<file path="src/rtl/aim_ctrl_pkg.sv">
// Shared types for the pan/tilt aim controller.
//   aim_state_e : controller FSM states (encoding is visible on state_o)
//   step_job_t  : one per-axis step job (step count + direction)
//   calc_job    : pixel coordinate -> bounded step job for one axis
package aim_ctrl_pkg;

  typedef enum logic [1:0] {
    StIdle   = 2'd0,
    StTrack  = 2'd1,
    StLocked = 2'd2,
    StSearch = 2'd3
  } aim_state_e;

  localparam int unsigned PixW  = 10;  // tracker coordinate width
  localparam int unsigned ErrW  = 11;  // signed pixel error width
  localparam int unsigned StepW = 6;   // job step count width

  typedef struct packed {
    logic [StepW-1:0] count;
    logic             dir;
  } step_job_t;

  // Error from centre, deadband, gain shift and cap for one axis.
  function automatic step_job_t calc_job(input logic [PixW-1:0] pix,
                                         input int unsigned     center,
                                         input int unsigned     deadband,
                                         input int unsigned     gain_shift,
                                         input int unsigned     max_steps);
    logic [ErrW-1:0] err;
    logic [ErrW-1:0] mag;
    logic [ErrW-1:0] shifted;
    step_job_t       job;
    err       = {1'b0, pix} - ErrW'(center);
    mag       = err[ErrW-1] ? (~err + ErrW'(1)) : err;
    shifted   = mag >> gain_shift;
    job.dir   = !err[ErrW-1] && (err != '0);
    if (mag <= ErrW'(deadband)) begin
      job.count = '0;
    end else if (shifted > ErrW'(max_steps)) begin
      job.count = StepW'(max_steps);
    end else begin
      job.count = StepW'(shifted);
    end
    return job;
  endfunction

endpackage

</file>
<file path="src/rtl/step_pulse_gen.sv">
// Step/direction pulse generator for one stepper axis.
// Each step is STEP_HALF cycles low followed by STEP_HALF cycles high. A load
// that arrives mid-job is parked in a pending slot (latest wins) and taken at
// the end of the current high phase, so a pulse is never cut short and dir
// only changes while step is low.
// Ports:
//   clk, reset            clock, async active-high reset
//   load                  accept a new job (load_count, load_dir)
//   block_pos, block_neg  refuse to raise a step in that direction
//   step, dir             driver STEP/DIR pins (registered)
//   busy                  a job is in progress
//   step_done             one-cycle pulse at the end of each high phase
module step_pulse_gen
  import aim_ctrl_pkg::*;
#(
  parameter int unsigned STEP_HALF = 25000
) (
  input  logic             clk,
  input  logic             reset,
  input  logic             load,
  input  logic [StepW-1:0] load_count,
  input  logic             load_dir,
  input  logic             block_pos,
  input  logic             block_neg,
  output logic             step,
  output logic             dir,
  output logic             busy,
  output logic             step_done
);

  localparam int unsigned TimerW = (STEP_HALF > 1) ? $clog2(STEP_HALF) : 1;
  localparam logic [TimerW-1:0] TimerLast = TimerW'(STEP_HALF - 1);

  logic              busy_q, busy_d, step_q, step_d, dir_q, dir_d;
  logic [StepW-1:0]  cnt_q, cnt_d;
  logic [TimerW-1:0] timer_q, timer_d;
  logic              pend_valid_q, pend_valid_d, pend_dir_q, pend_dir_d;
  logic [StepW-1:0]  pend_count_q, pend_count_d;

  logic phase_end, rise, done, blocked, accept_now;

  assign phase_end  = busy_q && (timer_q == TimerLast);
  assign rise       = phase_end && !step_q;
  assign done       = phase_end && step_q;
  // Checked at the rising edge so the limit sees the position after the last step.
  assign blocked    = rise && (dir_q ? block_pos : block_neg);
  assign accept_now = !busy_q || done || blocked;

  always_comb begin
    busy_d       = busy_q;
    step_d       = step_q;
    dir_d        = dir_q;
    cnt_d        = cnt_q;
    timer_d      = timer_q;
    pend_valid_d = pend_valid_q;
    pend_count_d = pend_count_q;
    pend_dir_d   = pend_dir_q;

    if (busy_q) timer_d = phase_end ? '0 : timer_q + TimerW'(1);

    if (blocked) begin
      busy_d       = 1'b0;
      cnt_d        = '0;
      pend_valid_d = 1'b0;
    end else if (rise) begin
      step_d = 1'b1;
    end

    if (done) begin
      step_d = 1'b0;
      cnt_d  = cnt_q - StepW'(1);
      busy_d = (cnt_q != StepW'(1));
    end

    // A direct load outranks the pending slot; both start a fresh low phase.
    if (load && accept_now) begin
      cnt_d        = load_count;
      dir_d        = load_dir;
      busy_d       = (load_count != '0);
      timer_d      = '0;
      step_d       = 1'b0;
      pend_valid_d = 1'b0;
    end else if (load) begin
      pend_valid_d = 1'b1;
      pend_count_d = load_count;
      pend_dir_d   = load_dir;
    end else if (done && pend_valid_q) begin
      cnt_d        = pend_count_q;
      dir_d        = pend_dir_q;
      busy_d       = (pend_count_q != '0);
      timer_d      = '0;
      step_d       = 1'b0;
      pend_valid_d = 1'b0;
    end
  end

  always_ff @(posedge clk or posedge reset) begin
    if (reset) begin
      busy_q       <= 1'b0;
      step_q       <= 1'b0;
      dir_q        <= 1'b0;
      cnt_q        <= '0;
      timer_q      <= '0;
      pend_valid_q <= 1'b0;
      pend_count_q <= '0;
      pend_dir_q   <= 1'b0;
    end else begin
      busy_q       <= busy_d;
      step_q       <= step_d;
      dir_q        <= dir_d;
      cnt_q        <= cnt_d;
      timer_q      <= timer_d;
      pend_valid_q <= pend_valid_d;
      pend_count_q <= pend_count_d;
      pend_dir_q   <= pend_dir_d;
    end
  end

  assign step      = step_q;
  assign dir       = dir_q;
  assign busy      = busy_q;
  assign step_done = done;

endmodule

</file>
<file path="src/rtl/aim_motor_ctrl.sv">
// Pan/tilt stepper sequencer fed by the red-target tracker. Once per frame it
// turns the target's pixel error into bounded step jobs, sweeps pan when the
// target is lost, and enables the laser only while locked on.
// Ports:
//   clk, reset                     clock, async active-high reset
//   frame_tick                     one-cycle pulse per video frame
//   aim_x, aim_y                   target centre (pixels)
//   aim_detected, target_off       target present / lost for a long time
//   raser_shoot                    tracker says aim is inside the fire window
//   pan_step, pan_dir              pan driver STEP/DIR
//   tilt_step, tilt_dir            tilt driver STEP/DIR
//   laser_en                       laser fire enable
//   state_o                        FSM state (debug)
//   pan_pos                        signed net pan steps issued (debug)
module aim_motor_ctrl
  import aim_ctrl_pkg::*;
#(
  parameter int unsigned CENTER_X    = 320,
  parameter int unsigned CENTER_Y    = 240,
  parameter int unsigned DEADBAND    = 16,
  parameter int unsigned GAIN_SHIFT  = 2,
  parameter int unsigned MAX_STEPS   = 32,
  parameter int unsigned STEP_HALF   = 25000,
  parameter int unsigned LOCK_FRAMES = 4,
  parameter int unsigned PAN_LIMIT   = 400
) (
  input  logic        clk,
  input  logic        reset,
  input  logic        frame_tick,
  input  logic [9:0]  aim_x,
  input  logic [9:0]  aim_y,
  input  logic        aim_detected,
  input  logic        target_off,
  input  logic        raser_shoot,
  output logic        pan_step,
  output logic        pan_dir,
  output logic        tilt_step,
  output logic        tilt_dir,
  output logic        laser_en,
  output logic [1:0]  state_o,
  output logic [11:0] pan_pos
);

  localparam int unsigned LockW = $clog2(LOCK_FRAMES + 1);
  localparam logic [LockW-1:0] LockLast = LockW'(LOCK_FRAMES - 1);
  localparam int PanLimI = int'(PAN_LIMIT);
  localparam logic signed [11:0] PanLimPos = 12'(PanLimI);
  localparam logic signed [11:0] PanLimNeg = 12'(-PanLimI);

  aim_state_e       state_q;
  logic [LockW-1:0] lock_cnt_q;
  logic             sweep_dir_q;

  step_job_t job_x, job_y, pan_job;
  logic      moving, pan_load, tilt_load;
  logic      pan_done, pan_busy, tilt_busy, tilt_done;
  logic      at_pos_lim, at_neg_lim;

  assign job_x  = calc_job(aim_x, CENTER_X, DEADBAND, GAIN_SHIFT, MAX_STEPS);
  assign job_y  = calc_job(aim_y, CENTER_Y, DEADBAND, GAIN_SHIFT, MAX_STEPS);
  assign moving = (job_x.count != '0) || (job_y.count != '0);

  assign at_pos_lim = $signed(pan_pos) >= PanLimPos;
  assign at_neg_lim = $signed(pan_pos) <= PanLimNeg;

  // Job loads are combinational from frame_tick so they land on the tick edge.
  always_comb begin
    pan_load  = 1'b0;
    tilt_load = 1'b0;
    pan_job   = job_x;
    if (frame_tick) begin
      unique case (state_q)
        StIdle: begin
          pan_load  = aim_detected;
          tilt_load = aim_detected;
        end
        StTrack: begin
          pan_load  = aim_detected && !target_off;
          tilt_load = aim_detected && !target_off;
        end
        StLocked: begin
          pan_load  = aim_detected && !target_off && moving;
          tilt_load = aim_detected && !target_off && moving;
        end
        StSearch: begin
          if (aim_detected) begin
            pan_load  = 1'b1;
            tilt_load = 1'b1;
          end else begin
            pan_load      = 1'b1;
            pan_job.count = StepW'(MAX_STEPS);
            pan_job.dir   = sweep_dir_q;
          end
        end
      endcase
    end
  end

  always_ff @(posedge clk or posedge reset) begin
    if (reset) begin
      state_q    <= StIdle;
      lock_cnt_q <= '0;
      laser_en   <= 1'b0;
    end else begin
      laser_en <= (state_q == StLocked) && raser_shoot;
      if (frame_tick) begin
        unique case (state_q)
          StIdle: begin
            state_q    <= aim_detected ? StTrack : StSearch;
            lock_cnt_q <= '0;
          end
          StTrack: begin
            if (target_off) begin
              state_q    <= StSearch;
              lock_cnt_q <= '0;
            end else if (aim_detected) begin
              if (moving) begin
                lock_cnt_q <= '0;
              end else if (lock_cnt_q == LockLast) begin
                state_q    <= StLocked;
                lock_cnt_q <= '0;
              end else begin
                lock_cnt_q <= lock_cnt_q + LockW'(1);
              end
            end
          end
          StLocked: begin
            if (target_off) begin
              state_q <= StSearch;
            end else if (aim_detected && moving) begin
              state_q    <= StTrack;
              lock_cnt_q <= '0;
            end
          end
          StSearch: begin
            if (aim_detected) begin
              state_q    <= StTrack;
              lock_cnt_q <= '0;
            end
          end
        endcase
      end
    end
  end

  always_ff @(posedge clk or posedge reset) begin
    if (reset) begin
      pan_pos     <= '0;
      sweep_dir_q <= 1'b1;
    end else begin
      if (pan_done) pan_pos <= pan_dir ? pan_pos + 12'd1 : pan_pos - 12'd1;
      if (at_pos_lim) begin
        sweep_dir_q <= 1'b0;
      end else if (at_neg_lim) begin
        sweep_dir_q <= 1'b1;
      end
    end
  end

  step_pulse_gen #(
    .STEP_HALF (STEP_HALF)
  ) u_pan (
    .clk        (clk),
    .reset      (reset),
    .load       (pan_load),
    .load_count (pan_job.count),
    .load_dir   (pan_job.dir),
    .block_pos  (at_pos_lim),
    .block_neg  (at_neg_lim),
    .step       (pan_step),
    .dir        (pan_dir),
    .busy       (pan_busy),
    .step_done  (pan_done)
  );

  step_pulse_gen #(
    .STEP_HALF (STEP_HALF)
  ) u_tilt (
    .clk        (clk),
    .reset      (reset),
    .load       (tilt_load),
    .load_count (job_y.count),
    .load_dir   (job_y.dir),
    .block_pos  (1'b0),
    .block_neg  (1'b0),
    .step       (tilt_step),
    .dir        (tilt_dir),
    .busy       (tilt_busy),
    .step_done  (tilt_done)
  );

  // Busy/done flags not needed at this level.
  logic unused_flags;
  assign unused_flags = ^{pan_busy, tilt_busy, tilt_done};

  assign state_o = state_q;

endmodule
</file>
<file path="config.mk">
export PLATFORM = sky130hd
export DESIGN_NAME = aim_motor_ctrl
export DESIGN_NICKNAME = d
export VERILOG_FILES = /design/src/rtl/aim_ctrl_pkg.sv /design/src/rtl/step_pulse_gen.sv /design/src/rtl/aim_motor_ctrl.sv
export SDC_FILE = /design/constraint.sdc
export NUM_CORES = 1
export LEC_CHECK = 0
export ABC_CLOCK_PERIOD_IN_PS = 3300
export CAP_MARGIN = 5
export CORE_AREA = 2 2 102 104
export DETAILED_ROUTE_END_ITERATION = 10
export DIE_AREA = 0 0 104 106
export PLACE_DENSITY = 0.81
export SKIP_LAST_GASP = 1
export SLEW_MARGIN = 0
export SYNTH_ARGS = -nofsm -noshare
export SYNTH_HDL_FRONTEND = slang
export SYNTH_SLANG_ARGS = --single-unit
</file>
<file path="constraint.sdc">
create_clock -name clk -period 3.3 [get_ports clk]
set_input_delay 0.33 -clock clk [delete_from_list [all_inputs] [get_ports clk]]
set_output_delay 0.33 -clock clk [all_outputs]
set_load 0.02 [all_outputs]
</file>
==> results.json, run 1 <==
{
  "yosys-top-cells-area": "dfrtp_1 35%, ha_1 5.4%, nor2_1 5.0%",
  "grt_usage_pct": 25.9,
  "synth.most_common_cell": "dfrtp_1",
  "yosys.area.top_type": "dfrtp_1",
  "vias": 5240,
  "hold_viol_final": 0,
  "critPathSlowestCell": "clkdlybuf4s50_1",
  "antenna_found_initial": 0,
  "fin_setup_tns_ns": 0,
  "fmax_mhz": 312,
  "power_leakage_nw": 3.05,
  "die_area_sq_um": 11000,
  "overflow": 0,
  "final_util_pct": 69.5,
  "clock_latency_ns": 0.38,
  "seq_power_share_pct": 42.0,
  "design_area_sq_um": 6950,
  "internal-power_mw": 2.27,
  "first_pass_iters": 5,
  "areaGrowthSynthToFinish_pct": 19.0,
  "cpPeakStageDelay_ns": 0.44,
  "core_sq_um": 10000,
  "cts_root_buf": "clkbuf_8",
  "htreeDepth": 3,
  "synth_top_area_share_pct": 35.1,
  "ys_ff_latch": 83,
  "syn-instance-count": 662,
  "cts_buffers": 9,
  "start_kind": "primary input",
  "die_h_um": 106,
  "pwr-share-comb_pct": 32.0,
  "power.density_nw_per_um2": 497,
  "routed_via_density": 5.96,
  "drt_iter0_markers": 332,
  "crit_required_ns": 3.56,
  "die_x_um": 104,
  "cts_hold_buf": 0,
  "async_flop_share_pct": 100,
  "r2r_start": "u_pan.timer_q[11]",
  "post-dp-hpwl_um": 10100,
  "p_clk_share_pct": 26.0,
  "wire_per_inst_um": 15.5,
  "initial_core_util_pct": 58.4,
  "cts_sinks": 83,
  "wirelength_um": 13600,
  "p_sw_mw": 1.19,
  "postCtsSetupBuffers": 0,
  "setup.worst_path.start": "aim_y[4]",
  "io_pins": 45,
  "path_clk_slew_ns": 0.09,
  "worst-endpoint-arrival_ns": 3.46,
  "clock_skew_ns": 0.0127,
  "drive_gt1_share_pct": 11.8,
  "yosysWarnings": 0,
  "tritoncts": "built",
  "port_buffers": 44,
  "place_area_sq_um": 6700,
  "hold_path_class": "in2async",
  "rsz0062_at_grt": "yes",
  "post-place-ws_ns": -0.253,
  "r2r-end": "u_pan.cnt_q[3]",
  "end_kind": "flop",
  "num_rows": 37,
  "synth_edf_count": 0,
  "grt_max_degree": 46,
  "power.share.switching_pct": 34.4,
  "finalSetupViolCount": 0,
  "drv_cap": 0,
  "syn_avg_cell_area_sq_um": 8.82,
  "status": "finished clean",
  "synth_flop_cell": "dfrtp_1",
  "syn-cell-area_sq_um": 5840,
  "yosysUniqueCellTypes": 77,
  "ant_nets": 0,
  "fin_crit_sh_pct": 97.2,
  "remaining_drc_errors": 0,
  "syn_nets": 714,
  "fin_ws_ns": 0.0914,
  "worstPathCellList": "clkdlybuf4s50_1, ha_1, a311o_1, or3_1, o211a_1, or3_4, o31a_2, o211ai_2, or2_1, mux2_1",
  "power.total_mw": 3.46,
  "crit_end": "u_tilt.pend_count_q[0]",
  "cts_buffer_depth": 2,
  "criticalPathCategory": "in2reg",
  "final_net_count": 790,
  "slew_headroom_pct": 54.1,
  "place.gp.congestion": 0.933,
  "seq_area_frac_synth_pct": 35.6,
  "cts_resized": 0,
  "holdWs_ns": 0.351,
  "antenna_cells": 0,
  "ff2ff_setup_slack_ns": 0.20,
  "finalNonFillerCells": 879,
  "ff2ff_path_depth": 8,
  "dp_cells": 863,
  "worstPathMaxFanout": 6,
  "peakVddDrop_mv": 0.293,
  "grt_pass1_wl_um": 23700,
  "finalMaxSlewViolations": 0,
  "worst_slew_pin_slew_ns": 0.687,
  "grt_pass1_vias": 5186,
  "period_needed_ns": 3.21,
  "synth_common_cells": "82 x dfrtp_1, 78 x nor2_1, 58 x nand2_1"
}
-- layout make-up --
type	instances	area, sq um
clock buffer	10	128
fill	813	3050
sequential	83	2080
multi-input combinational	532	3570
inverter	24	91.3
tap	136	170
timing repair buffer	88	800
clock inverter	6	113
-- kinds of logic after synthesis --
logic type	synth area share, %
adders and majority gates	5.70
xor gates and xnor gates	8.10
and+or+nand+nor	23.1
buffers and inverters	3.43
DFF	35.6
muxes	7.11
AOI/OAI and AO/OA	17.0
-- cells in the final DEF (no fill, tap or decap), types with 6 or more instances in the layout --
master / synthesis / final
nand3_1: 21 / 21
nor2b_1: 7 / 7
o31ai_1: 7 / 7
nor3b_1: 6 / 6
xor2_1: 28 / 28
clkbuf_8: 0 / 9
a211oi_1: 6 / 6
ha_1: 25 / 25
a21oi_1: 31 / 31
or2_2: 6 / 6
xnor2_1: 26 / 26
buf_4: 1 / 41
mux2_1: 11 / 11
nor4_1: 8 / 8
o21ai_0: 38 / 38
dfrtp_1: 82 / 82
clkdlybuf4s50_1: 0 / 44
or3_1: 8 / 8
mux2i_1: 22 / 22
and2_1: 7 / 7
inv_1: 24 / 23
nor3_1: 16 / 16
nand2_1: 58 / 58
nor2_1: 78 / 78
nand4_1: 13 / 13
-- power groups by stage --
| stage | Combinational, mW | Clock (mW) | Sequential, mW |
|---|---|---|---|
| after global routing | 1.23 | 0.958 | 1.48 |
| after detailed placement | 1.09 | 0 | 1.47 |
| after CTS | 1.10 | 0.908 | 1.45 |
| after global placement | 1.04 | 0 | 1.45 |
| final | 1.11 | 0.898 | 1.45 |
| after floorplan | 0.760 | 0 | 1.43 |
-- routing by layer --
metal  wire length (um)  vias up  GRT usage [%]
met1               6130     2553           32.8
met2               6700      114           45.2
li1                   -     2551              -
met5                  0        -              0
met3                567       22           5.46
met4                221        0           6.85
-- worst min-delay path by stage --
stage / start / to / depth (start not counted)
2_1_floorplan: lock_cnt_q[2] / lock_cnt_q[2] / 1
3_3_place_gp: lock_cnt_q[2] / lock_cnt_q[2] / 1
3_5_place_dp: lock_cnt_q[2] / lock_cnt_q[2] / 1
4_1_cts: reset / u_tilt.timer_q[2] / 2
5_1_grt: reset / u_tilt.timer_q[3] / 2
6_report: reset / state_o[1] / 2
-- sequential cells by signal, indices dropped and copies added, names as in the netlist --
register / cells
u_pan.pend_dir_q: 1
u_pan.busy: 1
u_tilt.cnt_q: 6
state_o: 2
u_pan.pend_count_q: 6
u_pan.step: 1
u_tilt.timer_q: 15
u_pan.timer_q: 15
u_tilt.pend_valid_q: 1
u_tilt.step: 1
laser_en: 1
lock_cnt_q: 3
u_tilt.pend_count_q: 6
u_tilt.pend_dir_q: 1
u_tilt.busy: 1
u_pan.pend_valid_q: 1
sweep_dir_q: 1
u_pan.dir: 1
u_pan.cnt_q: 6
pan_pos: 12
u_tilt.dir: 1
-- worst max-delay path, delay by kind of cell --
family,cells,cell delay (ns)
AO/OA/AOI/OAI,4,1.10
AND/OR/NAND/NOR,3,1.01
buffers and inverters,1,0.44
multiplexers,1,0.35
adder cells (fa/ha/maj),1,0.23
No activity file was read; power rests on OpenSTA's default activity.
==> run 2, diff against run 1 <==
--- a/config.mk
+++ b/config.mk
@@ -7,12 +7,13 @@
 export LEC_CHECK = 0
 export ABC_CLOCK_PERIOD_IN_PS = 3300
 export CAP_MARGIN = 5
-export CORE_AREA = 2 2 102 104
+export CORE_AREA = 2 2 104 106
 export DETAILED_ROUTE_END_ITERATION = 10
-export DIE_AREA = 0 0 104 106
+export DIE_AREA = 0 0 106 108
 export PLACE_DENSITY = 0.81
 export SKIP_LAST_GASP = 1
 export SLEW_MARGIN = 0
 export SYNTH_ARGS = -nofsm -noshare
 export SYNTH_HDL_FRONTEND = slang
+export SYNTH_HIERARCHICAL = 1
 export SYNTH_SLANG_ARGS = --single-unit
==> results.json, run 2 <==
{
  "criticalPathCategory": "in2reg",
  "finalNonFillerCells": 962,
  "slew_headroom_pct": 49.7,
  "cpPeakStageDelay_ns": 0.51,
  "synth_edf_count": 0,
  "grt_pass1_vias": 5721,
  "io_pins": 45,
  "ys_ff_latch": 83,
  "htreeDepth": 3,
  "wirelength_um": 16300,
  "dp_cells": 932,
  "period_needed_ns": 3.26,
  "die_area_sq_um": 11400,
  "seq_area_frac_synth_pct": 34.5,
  "fmax_mhz": 307,
  "internal-power_mw": 2.52,
  "p_clk_share_pct": 16.0,
  "cts_sinks": 83,
  "critPathSlowestCell": "or4b_4",
  "final_net_count": 871,
  "hold_path_class": "in2async",
  "place_area_sq_um": 7250,
  "syn-instance-count": 687,
  "yosys.area.top_type": "dfrtp_1",
  "status": "finished clean",
  "overflow": 0,
  "async_flop_share_pct": 100,
  "seq_power_share_pct": 37.2,
  "hold_viol_final": 0,
  "reg_top3": "u_pan/timer_q x15, u_tilt/timer_q x15, pan_pos x12",
  "p_sw_mw": 1.77,
  "routed_via_density": 6.04,
  "worstPathMaxFanout": 8,
  "syn-cell-area_sq_um": 6020,
  "drt_iter0_markers": 459,
  "synth.most_common_cell": "dfrtp_1",
  "synth_flop_cell": "dfrtp_1",
  "tritoncts": "built",
  "finalSetupViolCount": 0,
  "cts_root_buf": "clkbuf_8",
  "remaining_drc_errors": 0,
  "synth_top_area_share_pct": 34.1,
  "drv_cap": 0,
  "peakVddDrop_mv": 0.437,
  "end_kind": "flop",
  "drive_gt1_share_pct": 25.8,
  "yosysWarnings": 6,
  "power.density_nw_per_um2": 543,
  "die_x_um": 106,
  "antenna_found_initial": 1,
  "path_clk_slew_ns": 0.09,
  "core_sq_um": 10200,
  "worst-endpoint-arrival_ns": 3.55,
  "critical_path.top_delay_family": "compound AO/OA/AOI/OAI gates",
  "vias": 5813,
  "yosys-top-cells-area": "dfrtp_1 34%, ha_1 5.0%, nor2_1 4.5%",
  "die_h_um": 108,
  "grt_max_degree": 33,
  "path_common_cell": "a21oi_4",
  "fin_crit_sh_pct": 98.7,
  "finalMaxSlewViolations": 0,
  "wire_per_inst_um": 16.9,
  "ant_nets": 0,
  "fin_setup_tns_ns": 0,
  "final_common_cell": "buf_4",
  "syn_avg_cell_area_sq_um": 8.77,
  "power.share.switching_pct": 41.3,
  "first_pass_iters": 6,
  "place.gp.congestion": 0.878,
  "final_cell_mix": "92 x buf_4, 82 x dfrtp_1, 70 x nor2_1",
  "port_buffers": 44,
  "yosysUniqueCellTypes": 78,
  "pwr-share-comb_pct": 46.8,
  "grt_usage_pct": 28.8,
  "worstPathCellList": "clkdlybuf4s50_1, nor4_2, buf_4, o21ai_0, a21oi_1, o21ai_1, or4b_4, a21oi_4, o21a_1, a21oi_4, nand2b_4, a311oi_2, o22ai_1, o31ai_1",
  "areaGrowthSynthToFinish_pct": 31.2,
  "synth_common_cells": "82 x dfrtp_1, 73 x nor2_1, 69 x nand2_1",
  "worst_slew_pin_slew_ns": 0.754,
  "cts_buffer_depth": 2,
  "grt_pass1_wl_um": 26700,
  "power_leakage_nw": 3.58,
  "num_rows": 37,
  "design_area_sq_um": 7900,
  "start_kind": "primary input",
  "crit_required_ns": 3.59,
  "initial_core_util_pct": 58.9,
  "cts_buffers": 9,
  "clock_skew_ns": 0.0104,
  "crit_buf_inv": 2,
  "clock_latency_ns": 0.38,
  "post-dp-hpwl_um": 11500
}
## run 2: changes by cell type after synthesis, moves of 9 or more
cell     before  now
mux2i_1      22    8
o31ai_1       7   23
mux2_2        5   14
xor2_1       28   18
nand3_1      21   10
o21ai_0      38   22
a21oi_1      31   47
nand2_1      58   69
## run 2: area by class of cell
class                   instances  area, sq um
well taps                     136          170
clock inverters                 6         48.8
flip-flops and latches         83         2080
clock buffers                  10          128
inverters                      32          123
fillers                       644         2330
multi-input cells             546         4020
repair buffers                148         1330
diodes                          1         2.50
## run 2: final timing paths
path	cells past startpoint	slack, ns	startpoint	end
max reg2reg	10	0.29	u_pan/dir	pan_pos[10]
min reg2reg	2	0.49	sweep_dir_q	sweep_dir_q
max	14	0.04	aim_x[1]	u_pan/cnt_q[3]
max in group asynchronous	3	2.15	reset	u_tilt/timer_q[0]
min	3	0.48	reset	u_pan/timer_q[11]
min in group clk	2	0.49	sweep_dir_q	sweep_dir_q
## run 2: logic make-up (layout without fill, tap and decap cells)
group | count (synthesis) | count (layout) | share of synthesized area, %
flops | 83 | 83 | 34.5
buf+inv | 60 | 196 | 4.42
other cells | 1 | 3 | 0.0623
compound gates | 163 | 163 | 18.5
xor+xnor | 45 | 45 | 6.54
simple gates | 277 | 278 | 24.1
mux | 33 | 33 | 6.50
fa+ha+maj | 25 | 25 | 5.32
## run 2: power groups by stage
stage | registers (mW) | clock network (mW) | logic [mW]
floorplan | 1.51 | 0 | 1.24
global placement | 1.56 | 0 | 1.70
detailed placement | 1.58 | 0 | 1.78
global route | 1.63 | 0.746 | 2.19
finish | 1.59 | 0.688 | 2.01
CTS | 1.57 | 0.701 | 1.86
## run 2: metrics by stage
step           power [mW]  util [%]  setup slack, ns  hold WS (ns)
2_1_floorplan        2.75         -          -0.0209         0.280
3_3_place_gp         3.26      70.9           -0.653         0.468
3_5_place_dp         3.35      70.9           -0.803         0.481
4_1_cts              4.13      73.9          0.00173         0.485
5_1_grt              4.57      77.2           -0.104         0.507
6_report             4.29      77.2           0.0426         0.483
## run 2: per-layer routing
layer  share of wire (%)  up-vias  GRT usage [%]
met2                  51      181           50.8
met5                   0        -              0
met4                 1.8        0           9.59
met3                 4.9       23           4.94
li1                    -     2767              -
met1                  42     2842           36.1
## run 2: worst register-to-register path: cells and delay by family (launching register included)
kind	cells	cell delay (ns)
AO/OA/AOI/OAI	6	1.14
buffers and inverters	1	0.17
AND/OR/NAND/NOR	1	0.50
multiplexers	1	0.09
flip-flops	1	0.51
adder cells (fa/ha/maj)	1	0.48
## run 2: repair_timing
| action | 4_1_cts | 5_1_grt |
|---|---|---|
| hold buffers | 0 | 0 |
| pin swaps | 12 | 26 |
| resized for setup | 24 | 64 |
| cloned | 0 | 1 |
| setup buffers | 7 | 5 |
| setup endpoints to repair | 47 | 49 |
==> run 3, diff against run 2 <==
--- a/config.mk
+++ b/config.mk
@@ -8,12 +8,14 @@
 export ABC_CLOCK_PERIOD_IN_PS = 3300
 export CAP_MARGIN = 5
 export CORE_AREA = 2 2 104 106
+export CTS_CLUSTER_SIZE = 20
 export DETAILED_ROUTE_END_ITERATION = 10
 export DIE_AREA = 0 0 106 108
 export PLACE_DENSITY = 0.81
 export SKIP_LAST_GASP = 1
-export SLEW_MARGIN = 0
+export SLEW_MARGIN = 20
 export SYNTH_ARGS = -nofsm -noshare
 export SYNTH_HDL_FRONTEND = slang
 export SYNTH_HIERARCHICAL = 1
 export SYNTH_SLANG_ARGS = --single-unit
+export TNS_END_PERCENT = 10
==> results.json, run 3 (same netlist as run 2, synthesis figures left out) <==
{
  "cts_hold_buf": 0,
  "initial_core_util_pct": 58.9,
  "slew_headroom_pct": 48.2,
  "core_sq_um": 10200,
  "finalMaxSlewViolations": 0,
  "drt_iter0_markers": 390,
  "worst-endpoint-arrival_ns": 3.50,
  "remaining_drc_errors": 0,
  "start_kind": "primary input",
  "first_pass_iters": 5,
  "period_needed_ns": 3.22,
  "place_area_sq_um": 7230,
  "grt_usage_pct": 27.6,
  "status": "finished clean",
  "cpPeakStageDelay_ns": 0.60,
  "drv_cap": 0,
  "finalSetupViolCount": 0,
  "clock_skew_ns": 0.0129,
  "drive_gt1_share_pct": 24.1,
  "vias": 5714,
  "die_area_sq_um": 11400,
  "ant_nets": 0,
  "peakVddDrop_mv": 0.463,
  "post-dp-hpwl_um": 11500,
  "antenna_cells": 0,
  "fmax_mhz": 311,
  "reg_top3": "u_pan/timer_q x15, u_tilt/timer_q x15, pan_pos x12",
  "io_pins": 45,
  "path_common_cell": "a21oi_4",
  "final_common_cell": "buf_4",
  "fin_setup_tns_ns": 0,
  "die_x_um": 106,
  "grt_pass1_vias": 5651,
  "die_h_um": 108,
  "num_rows": 37,
  "tritoncts": "built",
  "final_util_pct": 75.7,
  "wire_per_inst_um": 16.4,
  "cts_buffer_depth": 2,
  "routed_via_density": 6.00,
  "grt_max_degree": 33,
  "worstPathMaxFanout": 5,
  "crit_required_ns": 3.58,
  "antenna_found_initial": 0,
  "port_buffers": 44,
  "power_leakage_nw": 3.46,
  "final_net_count": 864,
  "holdWs_ns": 0.470,
  "overflow": 0,
  "cts_root_buf": "clkbuf_8",
  "worst_slew_pin_slew_ns": 0.776,
  "power.density_nw_per_um2": 559,
  "htreeDepth": 3,
  "cts_buffers": 9,
  "clock_latency_ns": 0.38,
  "areaGrowthSynthToFinish_pct": 28.6,
  "grt_pass1_wl_um": 25400,
  "place.gp.congestion": 0.914,
  "path_clk_slew_ns": 0.09,
  "hold_path_class": "in2async",
  "design_area_sq_um": 7740,
  "cts_sinks": 83,
  "wirelength_um": 15700,
  "criticalPathCategory": "in2reg",
  "hold_viol_final": 0,
  "final_cell_mix": "93 x buf_4, 82 x dfrtp_1, 71 x nor2_1",
  "rsz0062_at_grt": "yes",
  "end_kind": "flop",
  "critPathSlowestCell": "or4_4",
  "worstPathCellList": "clkdlybuf4s50_1, or4_4, o21ai_2, a22oi_2, a211oi_4, or4b_4, a21oi_4, o21a_4, a21oi_4, nand2b_4, a311oi_2, o22ai_1, o31ai_1",
  "fin_crit_sh_pct": 97.5
}
run 3: power by group:
part | total (mW) | switching [mW] | internal (mW)
Sequential | 1.59 | 0.325 | 1.27
Clock | 0.817 | 0.373 | 0.444
Combinational | 1.92 | 0.982 | 0.935
Total | 4.33 | 1.68 | 2.65
run 3: worst paths after layout:
check,startpoint,endpoint,slack (ns),cells after the start
min reg2reg,sweep_dir_q,sweep_dir_q,0.50,2
min in group clk,sweep_dir_q,sweep_dir_q,0.50,2
max,aim_y[3],u_pan/cnt_q[3],0.08,13
max reg2reg,u_pan/dir,pan_pos[10],0.29,10
max in group asynchronous,reset,u_tilt/timer_q[7],2.15,3
min,reset,u_tilt/cnt_q[3],0.47,2
run 3: cell type report:
| type | count | area (sq um) |
|---|---|---|
| Tap cell | 136 | 170 |
| Inverter | 32 | 120 |
| Clock inverter | 4 | 73.8 |
| Fill cell | 691 | 2490 |
| Clock buffer | 11 | 141 |
| Multi-Input combinational cell | 546 | 3940 |
| Timing Repair Buffer | 141 | 1220 |
| Sequential cell | 83 | 2080 |
run 3: layer usage:
layer	share of wire [%]	track usage, %	vias to the layer above
li1	-	-	2747
met1	44	34.1	2761
met2	49	48.0	161
met3	4.4	4.04	45
met4	2.6	12.9	0
met5	0	0	-
run 3: timing repair:
action	4_1_cts	5_1_grt
buffers inserted	2	2
pin swaps	7	16
gates resized for setup	20	43
cloned	0	1
setup endpoints to repair	44	45
run 3: per-stage QoR:
stage	total power [mW]	worst slack (ns)	instances
floorplan	2.75	-0.0303	688
global placement	3.21	-0.586	933
detailed placement	3.32	-0.800	933
CTS	4.21	-0.0235	950
global route	4.60	-0.0386	953
finish	4.33	0.0818	953
run 3: critical path, delay by kind of cell:
kind | cells | cell delay [ns]
simple gates | 3 | 1.31
buf+inv | 1 | 0.42
compound gates | 9 | 1.43
